===== src/rtl/event_frag_packer.sv =====
// Purpose: splits a 64-bit event stream into fragments of at most FRAG_QWORDS data qwords, each framed by a header and a trailer qword.
// Latency: data qwords pass through combinationally; each fragment costs 2 extra cycles (header, trailer); tx strobes lag the handshake by 1 cycle.
// Backpressure: m_axis_tready feeds straight back to s_axis_tready during DATA; s_axis_tready is low in every other state; valid is held until accepted.
//
// Ports:
//   aclk, rst_i                  clock, synchronous active-high reset
//   enable_i                     permits the start of a new event (looked at only while idle)
//   s_axis_tdata/tvalid/tready/tlast   upstream event qwords, tlast marks the final qword of an event
//   m_axis_tdata/tvalid/tready/tlast   framed output, tlast marks each trailer qword
//   tx_qword_o                   1-cycle pulse per accepted output qword
//   tx_event_o                   1-cycle pulse per accepted final trailer of an event
module event_frag_packer #(
    parameter int unsigned FRAG_QWORDS = 1024
) (
    input  logic        aclk,
    input  logic        rst_i,
    input  logic        enable_i,
    input  logic [63:0] s_axis_tdata,
    input  logic        s_axis_tvalid,
    output logic        s_axis_tready,
    input  logic        s_axis_tlast,
    output logic [63:0] m_axis_tdata,
    output logic        m_axis_tvalid,
    input  logic        m_axis_tready,
    output logic        m_axis_tlast,
    output logic        tx_qword_o,
    output logic        tx_event_o
);

    typedef enum logic [1:0] {
        ST_IDLE    = 2'd0,
        ST_HEADER  = 2'd1,
        ST_DATA    = 2'd2,
        ST_TRAILER = 2'd3
    } state_t;

    typedef struct packed {
        logic [15:0] sync;
        logic [15:0] frag_idx;
        logic [31:0] evnum;
    } hdr_t;

    typedef struct packed {
        logic [15:0] sync;
        logic        last;
        logic [30:0] rsvd;
        logic [15:0] cnt;
    } trl_t;

    localparam logic [15:0] FRAG_MAX = 16'(FRAG_QWORDS);

    state_t      state_q, state_d;
    logic [31:0] evnum_q, evnum_d;
    logic [15:0] frag_idx_q, frag_idx_d;
    logic [15:0] cnt_q, cnt_d;
    logic        last_flag_q, last_flag_d;
    logic        tx_qword_q, tx_qword_d;
    logic        tx_event_q, tx_event_d;

    hdr_t        hdr;
    trl_t        trl;
    logic        out_acc;
    logic [15:0] cnt_inc;
    logic        frag_end;

    assign out_acc  = m_axis_tvalid & m_axis_tready;
    assign cnt_inc  = cnt_q + 16'd1;
    // A fragment closes on the event's final qword or when it reaches the size limit;
    // both at once yields a single closing trailer with last set, never an empty fragment.
    assign frag_end = s_axis_tlast | (cnt_inc == FRAG_MAX);

    // State and counter registers
    always_ff @(posedge aclk) begin
        if (rst_i) begin
            state_q     <= ST_IDLE;
            evnum_q     <= '0;
            frag_idx_q  <= '0;
            cnt_q       <= '0;
            last_flag_q <= 1'b0;
            tx_qword_q  <= 1'b0;
            tx_event_q  <= 1'b0;
        end else begin
            state_q     <= state_d;
            evnum_q     <= evnum_d;
            frag_idx_q  <= frag_idx_d;
            cnt_q       <= cnt_d;
            last_flag_q <= last_flag_d;
            tx_qword_q  <= tx_qword_d;
            tx_event_q  <= tx_event_d;
        end
    end

    // Next-state and counter update
    always_comb begin
        state_d     = state_q;
        evnum_d     = evnum_q;
        frag_idx_d  = frag_idx_q;
        cnt_d       = cnt_q;
        last_flag_d = last_flag_q;
        tx_qword_d  = out_acc;
        tx_event_d  = 1'b0;
        case (state_q)
            ST_IDLE: begin
                if (s_axis_tvalid && enable_i) state_d = ST_HEADER;
            end
            ST_HEADER: begin
                if (m_axis_tready) state_d = ST_DATA;
            end
            ST_DATA: begin
                if (s_axis_tvalid && m_axis_tready) begin
                    cnt_d = cnt_inc;
                    if (frag_end) begin
                        last_flag_d = s_axis_tlast;
                        state_d     = ST_TRAILER;
                    end
                end
            end
            ST_TRAILER: begin
                if (m_axis_tready) begin
                    cnt_d = '0;
                    if (last_flag_q) begin
                        evnum_d    = evnum_q + 32'd1;
                        frag_idx_d = '0;
                        tx_event_d = 1'b1;
                        state_d    = ST_IDLE;
                    end else begin
                        // Continuation fragment: straight to the next header, enable_i not consulted.
                        frag_idx_d = frag_idx_q + 16'd1;
                        state_d    = ST_HEADER;
                    end
                end
            end
            default: state_d = ST_IDLE;
        endcase
    end

    // Outputs
    always_comb begin
        hdr           = '{sync: 16'hEB90, frag_idx: frag_idx_q, evnum: evnum_q};
        trl           = '{sync: 16'hEBF0, last: last_flag_q, rsvd: 31'd0, cnt: cnt_q};
        s_axis_tready = 1'b0;
        m_axis_tvalid = 1'b0;
        m_axis_tlast  = 1'b0;
        m_axis_tdata  = s_axis_tdata;
        case (state_q)
            ST_HEADER: begin
                m_axis_tvalid = 1'b1;
                m_axis_tdata  = hdr;
            end
            ST_DATA: begin
                m_axis_tvalid = s_axis_tvalid;
                s_axis_tready = m_axis_tready;
            end
            ST_TRAILER: begin
                m_axis_tvalid = 1'b1;
                m_axis_tlast  = 1'b1;
                m_axis_tdata  = trl;
            end
            default: ;
        endcase
    end

    assign tx_qword_o = tx_qword_q;
    assign tx_event_o = tx_event_q;

endmodule


===== config.mk =====
export PLATFORM = sky130hd
export DESIGN_NAME = event_frag_packer
export DESIGN_NICKNAME = d
export VERILOG_FILES = /design/src/rtl/event_frag_packer.sv
export SDC_FILE = /design/constraint.sdc
export NUM_CORES = 1
export LEC_CHECK = 0
export CAP_MARGIN = 20
export CORE_UTILIZATION = 47
export CTS_CLUSTER_DIAMETER = 100
export DETAILED_ROUTE_END_ITERATION = 16
export GPL_TIMING_DRIVEN = 0
export PLACE_DENSITY = 0.84
export SETUP_SLACK_MARGIN = 0.02
export SYNTH_ARGS = -nofsm -noshare
export SYNTH_HDL_FRONTEND = slang
export SYNTH_SLANG_ARGS = --single-unit

===== constraint.sdc =====
create_clock -name aclk -period 2.55 [get_ports aclk]
set_input_delay 0.255 -clock aclk [delete_from_list [all_inputs] [get_ports aclk]]
set_output_delay 0.255 -clock aclk [all_outputs]
set_load 0.05 [all_outputs]

# After elaboration in Yosys (flattened, before gate mapping)
# Index checks and enable logic that the tools add are counted.
[word_totals]
regBits = 69
inputBits = 70
word_cells = 50
[op_classes]
muxes = 16
n_bitwise = 4
reduce_logical = 11
addsub = 3
n_eq_ne = 9
[op_table]
columns = ["operator", "count"]
rows = [
  ["64-bit one-hot mux with 2 select lines", 1],
  ["16-bit 2-to-1 mux", 3],
  ["16-bit by 1-bit adder with 16-bit output, second input constant", 2],
  ["32-bit by 1-bit adder with 32-bit output, second input constant", 1],
  ["16-bit one-hot mux with 2 select lines", 1],
  ["16-bit by 11-bit == test with 1-bit output, second input constant", 1],
  ["2-bit 2-to-1 mux", 5],
  ["2-bit inequality test, second input constant", 5],
  ["3-bit AND reduction", 3],
  ["2-bit one-hot mux with 4 select lines", 1],
  ["5-bit AND reduction", 1],
  ["2-bit == test, second input constant", 2],
  ["1-bit 2-to-1 mux", 4],
  ["3-bit OR reduction", 1],
  ["2-bit by 1-bit == test with 1-bit output, second input constant", 1],
  ["1-bit logical AND", 2],
  ["2-bit zero test", 1],
  ["1-bit NOT", 2],
  ["1-bit one-hot mux with 2 select lines", 1],
  ["2-bit AND reduction", 1],
  ["2-bit nonzero test", 1],
  ["2-bit OR reduction", 1],
  ["1-bit AND", 1],
  ["1-bit OR", 1],
]

# Longest topological paths before layout
# Gate-level depths: netlist of the first run.
[logic_depth]
ltp_word = 6
ltp_mapped = 9
depth_no_buf = 8

# Worst setup path after synthesis of the first run
# No wires, ideal clock.
[synth_path]
path_type = "reg-to-reg"
startpoint = "register state_q[1]"
endpoint = "register tx_qword_q, in the netlist tx_qword_o"
n_path_buf = 1
path_slack_ps = 103
period_less_slack_ps = 2447
arrival_time_ps = 2384
t_required_ps = 2487
path_stages_with_launch = 6
path_cell_list = "dfxtp_1 > ha_1 > clkbuf_1 > nor2_1 > a21oi_1 > and3_1"
[synth_between]
elab_chain_len = 4
elab_cells_between_ends = 6
[synth_rtl]
columns = ["element", "line_no", "text"]
rows = [
  ["start, declared", "52", "state_t state_q, state_d;"],
  ["start signal, assigned", "83", "state_q <= state_d;"],
  ["2-bit == test or 2-bit by 1-bit == test with 1-bit output (tied branches)", "145", "case (state_q)"],
  ["2-bit OR reduction (no source line)", "-", ""],
  ["1-bit one-hot mux with 2 select lines *", "145", ""],
  ["net m_axis_tvalid", "23", "output logic m_axis_tvalid,"],
  ["1-bit AND *", "66", "assign out_acc = m_axis_tvalid & m_axis_tready;"],
  ["end signal, assigned", "88", "tx_qword_q <= tx_qword_d;"],
  ["end, declared", "57", "logic tx_qword_q, tx_qword_d;"],
]
# The timed path passes the listed nets; every way through them passes the cells marked *.
# A chain may end at the register's enable or synchronous reset.

# Final worst setup path of the first run
[layout_path]
startpoint = "register state_q[0]"
endpoint = "output port m_axis_tdata[20]"
[layout_between]
elab_chain_len = 2
elab_cells_between_ends = 3
[layout_rtl]
columns = ["element", "line_no", "text"]
rows = [
  ["2-bit == test or 2-bit by 1-bit == test with 1-bit output (tied branches)", "145", ""],
  ["64-bit one-hot mux with 2 select lines *", "145", ""],
  ["end, declared", "22", "output logic [63:0] m_axis_tdata,"],
]
# Mark *: on every way between the ends. The rest lies on a longest branch, timed or not.

==> flow_summary.ini, run 1 <==
[sta]
min_period_ps = 2390
setup_viol = 0
finalHoldViolCount = 0
relSlewSlack_pct = 51.9
rsz0062_at_grt = false
finalMaxSlewViolations = 0
timing.final.crit_share_pct = 93.7
clock.fmax_mhz = 418
setup_slack_ps = 160
skew_ps = 8.67
worst_pin_slew_ps = 719

[yosys]
synth.net_count = 632
yosys_warnings = 0
synth.avg_cell_area_um2 = 7.72
synth_top_family_by_area = simple AND/OR/NAND/NOR gates
synth_edf_count = 0
synth_compound_area_share_pct = 18.2
syn_area_um2 = 4270
yosysTopAreaCell = dfxtp_1
synthCells = 553
ys_ff_latch = 69
synthTopCellsByArea = dfxtp_1 32%, nand2_1 6.9%, a22o_1 6.4%
synth_top_area_share_pct = 32.4
yosys.area_share.simple_pct = 31.3
synth.area.mux_share_pct = 0.704
synth_seq_area_share_pct = 32.4
synthXorXnorAreaFrac_pct = 9.24
synth_fa_ha_area_share_pct = 2.64
async_flop_share_pct = 0
synth_cell_type_count = 54
synth_ff_type = dfxtp_1

[clock_tree]
h-tree-depth = 3
postCtsHoldBufs = 0
cts_tree = built
clk_latency_ps = 350
clk_pin_slew_ps = 80
numCtsBuffers = 9
cts-root-buf = clkbuf_8
cts_buffer_depth = 2
cts_sinks = 69

[hold_path]
holdPathEnd = cnt_q[5]
hp-class = primary input to flop
hold_depth = 2
hold_path_startpoint = rst_i

[cells_and_area]
synthToLayoutAreaGrowth_pct = 44.0
num-nets-final = 782
final.fill_count = 707
diodes = 0
drive_gt1_share_pct = 17.4
fin_area_um2 = 6150

[floorplan]
io_pins = 139
core_area_um2 = 8760
start_util_pct = 48.7
die_area_um2 = 9460
die_x_um = 97.3
rows = 34
die_y_um = 97.3

[route]
wl_per_cell_um = 16.8
drtIter0Drc = 240
wirelength_mm = 13.7
drt-vias-per-instance = 5.79
ant_nets = 0
remaining_drc_errors = 0
vias = 4727
dr.pass1.iters = 5

[placed_design]
portBuffers = 137
place_congestion = 0.886
dpl-instance-area_um2 = 5770
hpwl_mm = 10.2
dp_slack_ps = -568

[setup_path]
end_kind = output pin
cp.required_ps = 2300
cp.arrival_ps = 2140
slowest_delay_ps = 370
crit_chain = ha_2, clkbuf_2, nor2_4, clkbuf_4, a22o_1, clkdlybuf4s15_2
worstReg2RegEnd = last_flag_q
critPathLaunchType = flop
r2r_setup_slack_ps = 190
path_max_fanout = 10
r2r_cells = 7
cp_slowest_cell = clkdlybuf4s15_2
reg2reg_from = cnt_q[0]
crit_type = flop to output pin

[global_route]
grt_max_degree = 13
antenna_found_initial = 0
grt_pass1_wl_mm = 21.9
grt_pass1_vias = 4518
grt_use_total_pct = 28.5
grt-ovfl-total = 0

[pwr]
p_leak_nw = 2.47
power_density_nw_per_um2 = 772
ir_worst_vdd_uv = 446
p_total_mw = 4.75

[outcome]
status = complete, no violations

[flow_run]
cap_violations = 0
==> what timing repair did <==
item,CTS,global route
setup endpoints to repair,59,65
gates resized for setup,182,27
pin swaps,0,1
setup buffers,0,4
==> cells in the mapped netlist, types with 15 or more instances <==
cell,number
a21oi_1,20
a22o_1,31
a22oi_1,19
and3_1,15
clkbuf_1,27
dfxtp_1,69
nand2_1,78
nand3_1,25
nand4_1,17
nor2_1,68
o21ai_0,20
xnor2_1,15
xor2_1,30
==> cells in the final DEF, fill, tap and decap left out, types with 7 or more instances in the layout <==
cell type and count:
o21ai_0 20, and2_1 8, and4_1 7, xor2_1 30
a21oi_1 20, a22oi_1 19, clkbuf_4 8, a22o_1 31
nor3_1 9, xnor2_1 15, nand3_1 25, clkdlybuf4s50_1 81
and3_1 15, or3_1 12, inv_1 11, nand4_1 17
clkbuf_8 13, clkdlybuf4s15_2 44, dfxtp_1 66, nand2_1 78
nor2_1 67, clkbuf_2 10, clkbuf_1 11
==> cells by family after synthesis <==
group	count (synthesis)
AOI/OAI and AO/OA	109
xor gates and xnor gates	45
adders and majority gates	9
buffers and inverters	50
DFF	69
muxes	3
and+or+nand+nor	268
==> registers in the layout (all words and copies together) (netlist names) <==
| register | cells |
|---|---|
| cnt_q | 16 |
| evnum_q | 32 |
| frag_idx_q | 16 |
| last_flag_q | 1 |
| state_q | 2 |
| tx_event_o | 1 |
| tx_qword_o | 1 |
==> power breakdown <==
part	internal (mW)	total, mW	switching, mW
Clock	0.606	1.05	0.442
Combinational	0.806	2.58	1.77
Sequential	1.10	1.12	0.0253
Total	2.51	4.75	2.24
==> worst max-delay path by stage <==
stage                    start          endpoint  depth (start not counted)
floorplan           state_q[1]        tx_qword_o                          5
global placement    state_q[1]  m_axis_tdata[26]                          7
detailed placement  state_q[1]  m_axis_tdata[25]                          7
CTS                 state_q[1]  m_axis_tdata[10]                          7
global route          cnt_q[6]        state_q[1]                          7
finish              state_q[0]  m_axis_tdata[20]                          6
==> layout make-up <==
type                            count  area (um2)  share of cell area, %
Buffer                             37         224                   3.64
Tap cell                          108         135                   2.20
Inverter                           11        41.3                  0.672
Sequential cell                    69        1390                   22.5
Timing Repair Buffer              141        1440                   23.4
Clock buffer                       11         151                   2.46
Multi-Input combinational cell    434        2690                   43.8
Clock inverter                      5        82.6                   1.34
==> metrics by stage <==
stage	cells	setup TNS (ps)	utilization [%]	hold WS [ps]
6_report	816	0	70.1	128
5_1_grt	816	0	70.1	141
4_1_cts	813	0	69.6	119
3_5_place_dp	798	-24160	65.9	487
3_3_place_gp	798	-20920	65.9	481
2_1_floorplan	553	0	-	409
==> metal layers <==
layer,vias up,wire length [um],GRT usage (%)
met5,-,0,0
met4,0,316,10.4
met3,23,816,3.96
met2,196,7040,52.6
met1,2239,5560,33.3
li1,2269,-,-
==> critical path: cells and delay by family (launching register included) <==
kind                       cells  cell delay [ps]
buffers and inverters          3              840
DFF                            1              350
adders and majority gates      1              230
and+or+nand+nor                1              190
AOI/OAI and AO/OA              1              170
No activity file was read; power rests on OpenSTA's default activity.
==> run 2, diff against run 1 <==
- RECOVER_POWER: unset -> 100
- SKIP_CTS_REPAIR_TIMING: unset -> 1
==> run 2 against run 1 <==
First-iteration DRC count is 20% lower. Non-clock buffer count stayed put. Clock skew is 1.2 ps higher. Critical path depth is 2 lower. Largest power group unchanged. Critical path type unchanged. Cell count stayed put. Utilization is 3.8 points lower. Design area is 5.5% lower. Combinational power is 8.5% lower. Via count is 1.7% lower. Die area stayed put. Clock power hardly changed. Global-route usage is 0.31 points lower.
==> flow_summary.ini, run 2 (synthesized netlist as in run 1, its figures left out) <==
[cells_and_area]
largest_register_ffs = 32
final.fill_count = 752
layout_common_cells = 78 x nand2_1, 68 x clkdlybuf4s50_1, 67 x nor2_1, 67 x dfxtp_1, 65 x clkbuf_2
synthToLayoutAreaGrowth_pct = 36.2
num-nets-final = 782
regMostFlops = evnum_q
fin_util_pct = 66.3
drive_gt1_share_pct = 16.7
reg_top3 = evnum_q: 32 flops, cnt_q: 16 flops, frag_idx_q: 16 flops
diodes = 0
final_common_cell = nand2_1

[route]
dr.pass1.iters = 4
ant_nets = 0
vias = 4648
drtIter0Drc = 193
wirelength_mm = 13.5
wl_per_cell_um = 16.6
drt-vias-per-instance = 5.70
remaining_drc_errors = 0

[setup_path]
end_kind = output pin
cp.required_ps = 2300
r2r_setup_slack_ps = 140
reg2reg_from = state_q[0]
cp.arrival_ps = 2190
critPathLaunchType = flop
crit_type = flop to output pin
worstReg2RegEnd = cnt_q[4]
r2r_cells = 9
path_max_fanout = 8

[global_route]
grt-ovfl-total = 0
grt_pass1_vias = 4464
grt_max_degree = 13
antenna_found_initial = 0
grt_pass1_wl_mm = 21.7
grt_use_total_pct = 28.2

[clock_tree]
clk_pin_slew_ps = 80
cts_buffer_depth = 2
clk_latency_ps = 340
numCtsBuffers = 9
cts-root-buf = clkbuf_8
h-tree-depth = 3
cts_sinks = 69
cts_tree = built

[floorplan]
die_area_um2 = 9460
die_y_um = 97.3
rows = 34
die_x_um = 97.3
start_util_pct = 48.7
core_area_um2 = 8760
io_pins = 139

[sta]
timing.final.crit_share_pct = 95.7
finalHoldViolCount = 0
relSlewSlack_pct = 50.8
finalMaxSlewViolations = 0
rsz0062_at_grt = false
skew_ps = 9.83
setup_viol = 0
holdWs_ps = 134
clock.fmax_mhz = 410
worst_pin_slew_ps = 735
min_period_ps = 2440

[flow_run]
cap_violations = 0

[pwr]
ir_worst_vdd_uv = 426
p_leak_nw = 2.45
power_density_nw_per_um2 = 778

[placed_design]
hpwl_mm = 10.2
portBuffers = 137
place_congestion = 0.886

[hold_path]
holdPathEnd = cnt_q[5]
hold_path_startpoint = rst_i
hp-class = primary input to flop
hold_depth = 2

[outcome]
status = complete, no violations
run 2: cell types whose count changed in the layout (fill, tap and decap cells not counted), sizes merged:
| cell | delta |
|---|---|
| clkdlybuf4s50 | -13 |
| clkbuf | +59 |
| clkdlybuf4s18 | -5 |
| dlygate4sd3 | +13 |
| buf | -6 |
| dlygate4sd2 | -4 |
| clkdlybuf4s15 | -44 |
run 2: power breakdown:
part / internal (mW) / switching, mW
clock: 0.606 / 0.441
combinational: 0.597 / 1.76
sequential: 1.09 / 0.0247
total: 2.30 / 2.22
run 2: per-stage QoR:
stage	setup WS [ps]	instances	cell area, um2	setup TNS, ps	power (mW)
floorplan	103	553	4270	0	2.86
global placement	-468	798	5770	-20920	3.71
detailed placement	-568	798	5770	-24160	3.75
CTS	-955	814	6010	-45160	4.78
global route	15.6	816	5810	0	4.69
finish	109	816	5810	0	4.52
run 2: worst max-delay path: stages (launching register included):
cell and delay (ps):
dfxtp_1 350, inv_1 150, ha_1 310, and2_1 160, dlygate4sd3_1 860
run 2: worst max-delay path by stage:
stage | from | cells after the start | endpoint
2_1_floorplan | state_q[1] | 5 | tx_qword_o
3_5_place_dp | state_q[1] | 7 | m_axis_tdata[25]
3_3_place_gp | state_q[1] | 7 | m_axis_tdata[26]
6_report | state_q[0] | 4 | s_axis_tready
5_1_grt | state_q[0] | 9 | cnt_q[3]
4_1_cts | state_q[1] | 7 | m_axis_tdata[25]
run 2: cell type report:
type | count | area, um2 | area share, %
clock buffers | 11 | 151 | 2.61
plain buffers | 37 | 203 | 3.49
well taps | 108 | 135 | 2.33
clock inverters | 5 | 82.6 | 1.42
repair buffers | 141 | 1120 | 19.2
inverters | 11 | 41.3 | 0.711
flip-flops and latches | 69 | 1380 | 23.8
multi-input cells | 434 | 2700 | 46.4
run 2: layer usage:
layer  GRT usage (%)  part of all wire [%]  up-vias
li1                -                     -     2264
met1            33.5                    41     2189
met2            51.5                    51      174
met3            4.03                   6.2       21
met4            9.95                   2.3        0
met5               0                     0        -
==> patch (settings of run 2) <==
Reset style: asynchronous (`rst_i`), changed in one clocked block. Comments in the files are not updated.
--- a/src/rtl/event_frag_packer.sv
+++ b/src/rtl/event_frag_packer.sv
@@ -70,7 +70,7 @@
     assign frag_end = s_axis_tlast | (cnt_inc == FRAG_MAX);
 
     // State and counter registers
-    always_ff @(posedge aclk) begin
+    always_ff @(posedge aclk or posedge rst_i) begin
         if (rst_i) begin
             state_q     <= ST_IDLE;
             evnum_q     <= '0;
Function: differs if rst_i is asserted again (counterexample within 4 cycles, from zero or initial values and one cycle with rst_i high); with rst_i held inactive, the same outputs for 10 cycles.
==> patch against run 2 <==
Global-route usage shrank 1.8 points; design area grew 1.6%; synthesized area grew 0.21%; power up 39%; final cell count is 8.2% lower; wire length decreased by 7.0%; sequential cell count did not move; count of clock-buffer cells in the layout down 2; synthesized cell count shrank 13%; via count decreased by 7.1%; setup slack lost 0.030 ns.
==> patch: results (changes against run 2) <==
outcome: "finished, final reports clean"
antenna_found_initial: 0  # unchanged
crit_fanout: 10  # +2
firstDrtPassIters: 5  # +1
cts_max_level: 3  # unchanged
synthAdderAreaFrac_pct: 2.63  # -0.0054 points
regMostFlops: "evnum_q"
cts.path.max_buffers: 2  # unchanged
synth_commonest_cells: "dfrtp_1, nand2_1, nor2_1, a22o_1, o21ai_0"
fillers: 692  # -8.0%
cts_root_buf: "clkbuf_8"
crit_slowest_cell: "dfrtp_2"
wl_per_cell_um: 16.8  # +1.3%
synth_cell_type_count: 49  # -9.3%
clk_latency_ns: 0.34  # about the same
synth_compound_gate_area_share_pct: 17.6  # -0.53 points
grt_pass1_wl_um: 20100  # -7.1%
cp_top_family: "buffers and inverters"
crit_arrival_ns: 2.22  # +0.03 ns
area_growth_pct: 38.0
setup_violations: 0  # unchanged
dp.cells: 729  # -8.6%
synth_seq_area_share_pct: 40.4  # +8.0 points
cts.reportedPaths.clkPinSlew_ns: 0.08  # about the same
syn_inst: 483  # -13%
synth_fp_nets: 562  # -11%
gp_congestion: 0.967  # +9.2%
fin_skew_ns: 0.0106  # +0.000813 ns
dpl_cell_area_um2: 5800  # +0.41%
routed_wl_um: 12600  # -7.0%
grt_max_degree: 70  # +57
ys.flop_type: "dfrtp_1"
synth_area_leaders: "dfrtp_1, a22o_1, nand2_1, xnor2_1, xor2_1"
portBuffers: 138  # +0.73%
antenna_cells: 0  # unchanged
drtIter0Drc: 212  # +9.8%
cts_buffers: 9  # unchanged
grt.total_usage_pct: 26.3  # -1.8 points
place_ws_ns: -0.689  # -0.122 ns
slew_headroom_pct: 4.18  # -47 points
drt-vias-per-instance: 5.76  # +1.2%
post-dp-hpwl_um: 9210  # -9.4%
synth_xor_area_share_pct: 9.42  # +0.19 points
muxShareOfSynthArea_pct: 1.23  # +0.53 points
synthArstFlopShare_pct: 100  # +100 points
reg_top3: "evnum_q (32), cnt_q (16), frag_idx_q (16)"
drive_gt1_share_pct: 19.3  # +2.7 points
first_global_vias: 4075  # -8.7%
synth-edff-count: 0  # unchanged
slowest_delay_ns: 0.43  # -0.43 ns
hp-class: "register to register"
p_leak_nw: 2.81  # +15%
nets: 716  # -8.4%
ir_drop_v: 0.000630  # +48%
synth_warnings: 0  # unchanged
==> patch: changes by cell type in the layout (fill, tap and decap cells not counted), moves of 12 or more <==
cell            run 2  this run
a21oi_1            20         8
dfrtp_1             0        64
dfxtp_1            67         0
nand2_1            78        66
nor2_1             67        37
xnor2_1            15        27
==> patch: path summary, 6_finish.rpt <==
path	start	to	slack, ns	cells past startpoint
setup / recovery	state_q[1]$_DFFE_PP0P_	m_axis_tdata[13]	0.08	7
hold / removal	evnum_q[31]$_DFFE_PP0P_	evnum_q[31]$_DFFE_PP0P_	0.50	1
setup reg to reg	cnt_q[1]$_DFFE_PP0P_	state_q[1]$_DFFE_PP0P_	0.11	9
hold reg to reg	evnum_q[31]$_DFFE_PP0P_	evnum_q[31]$_DFFE_PP0P_	0.50	1
max in group asynchronous	rst_i	cnt_q[5]$_DFFE_PP0P_	0.80	2
min in group asynchronous	rst_i	frag_idx_q[13]$_DFFE_PP0P_	0.79	2
==> patch: layout make-up <==
class / instances / area share (%)
clock inverters: 6 / 1.91
plain buffers: 27 / 2.40
repair buffers: 146 / 19.7
well taps: 108 / 2.29
flip-flops and latches: 69 / 29.4
inverters: 13 / 0.827
clock buffers: 9 / 2.10
multi-input cells: 371 / 41.4
==> patch: metal layers <==
| layer | up-vias | global-route usage [%] | wire [um] |
|---|---|---|---|
| met3 | 19 | 4.39 | 1010 |
| met2 | 202 | 45.0 | 6450 |
| met1 | 2057 | 33.7 | 4890 |
| li1 | 2038 | - | - |
| met5 | - | 0 | 0 |
| met4 | 0 | 9.28 | 216 |
==> patch: power breakdown <==
group	leakage, nW	total [mW]	switching, mW	internal, mW
clock network	0.119	1.08	0.434	0.646
registers	0.938	1.30	0.123	1.18
logic	1.75	3.92	2.88	1.04
total	2.81	6.30	3.44	2.86
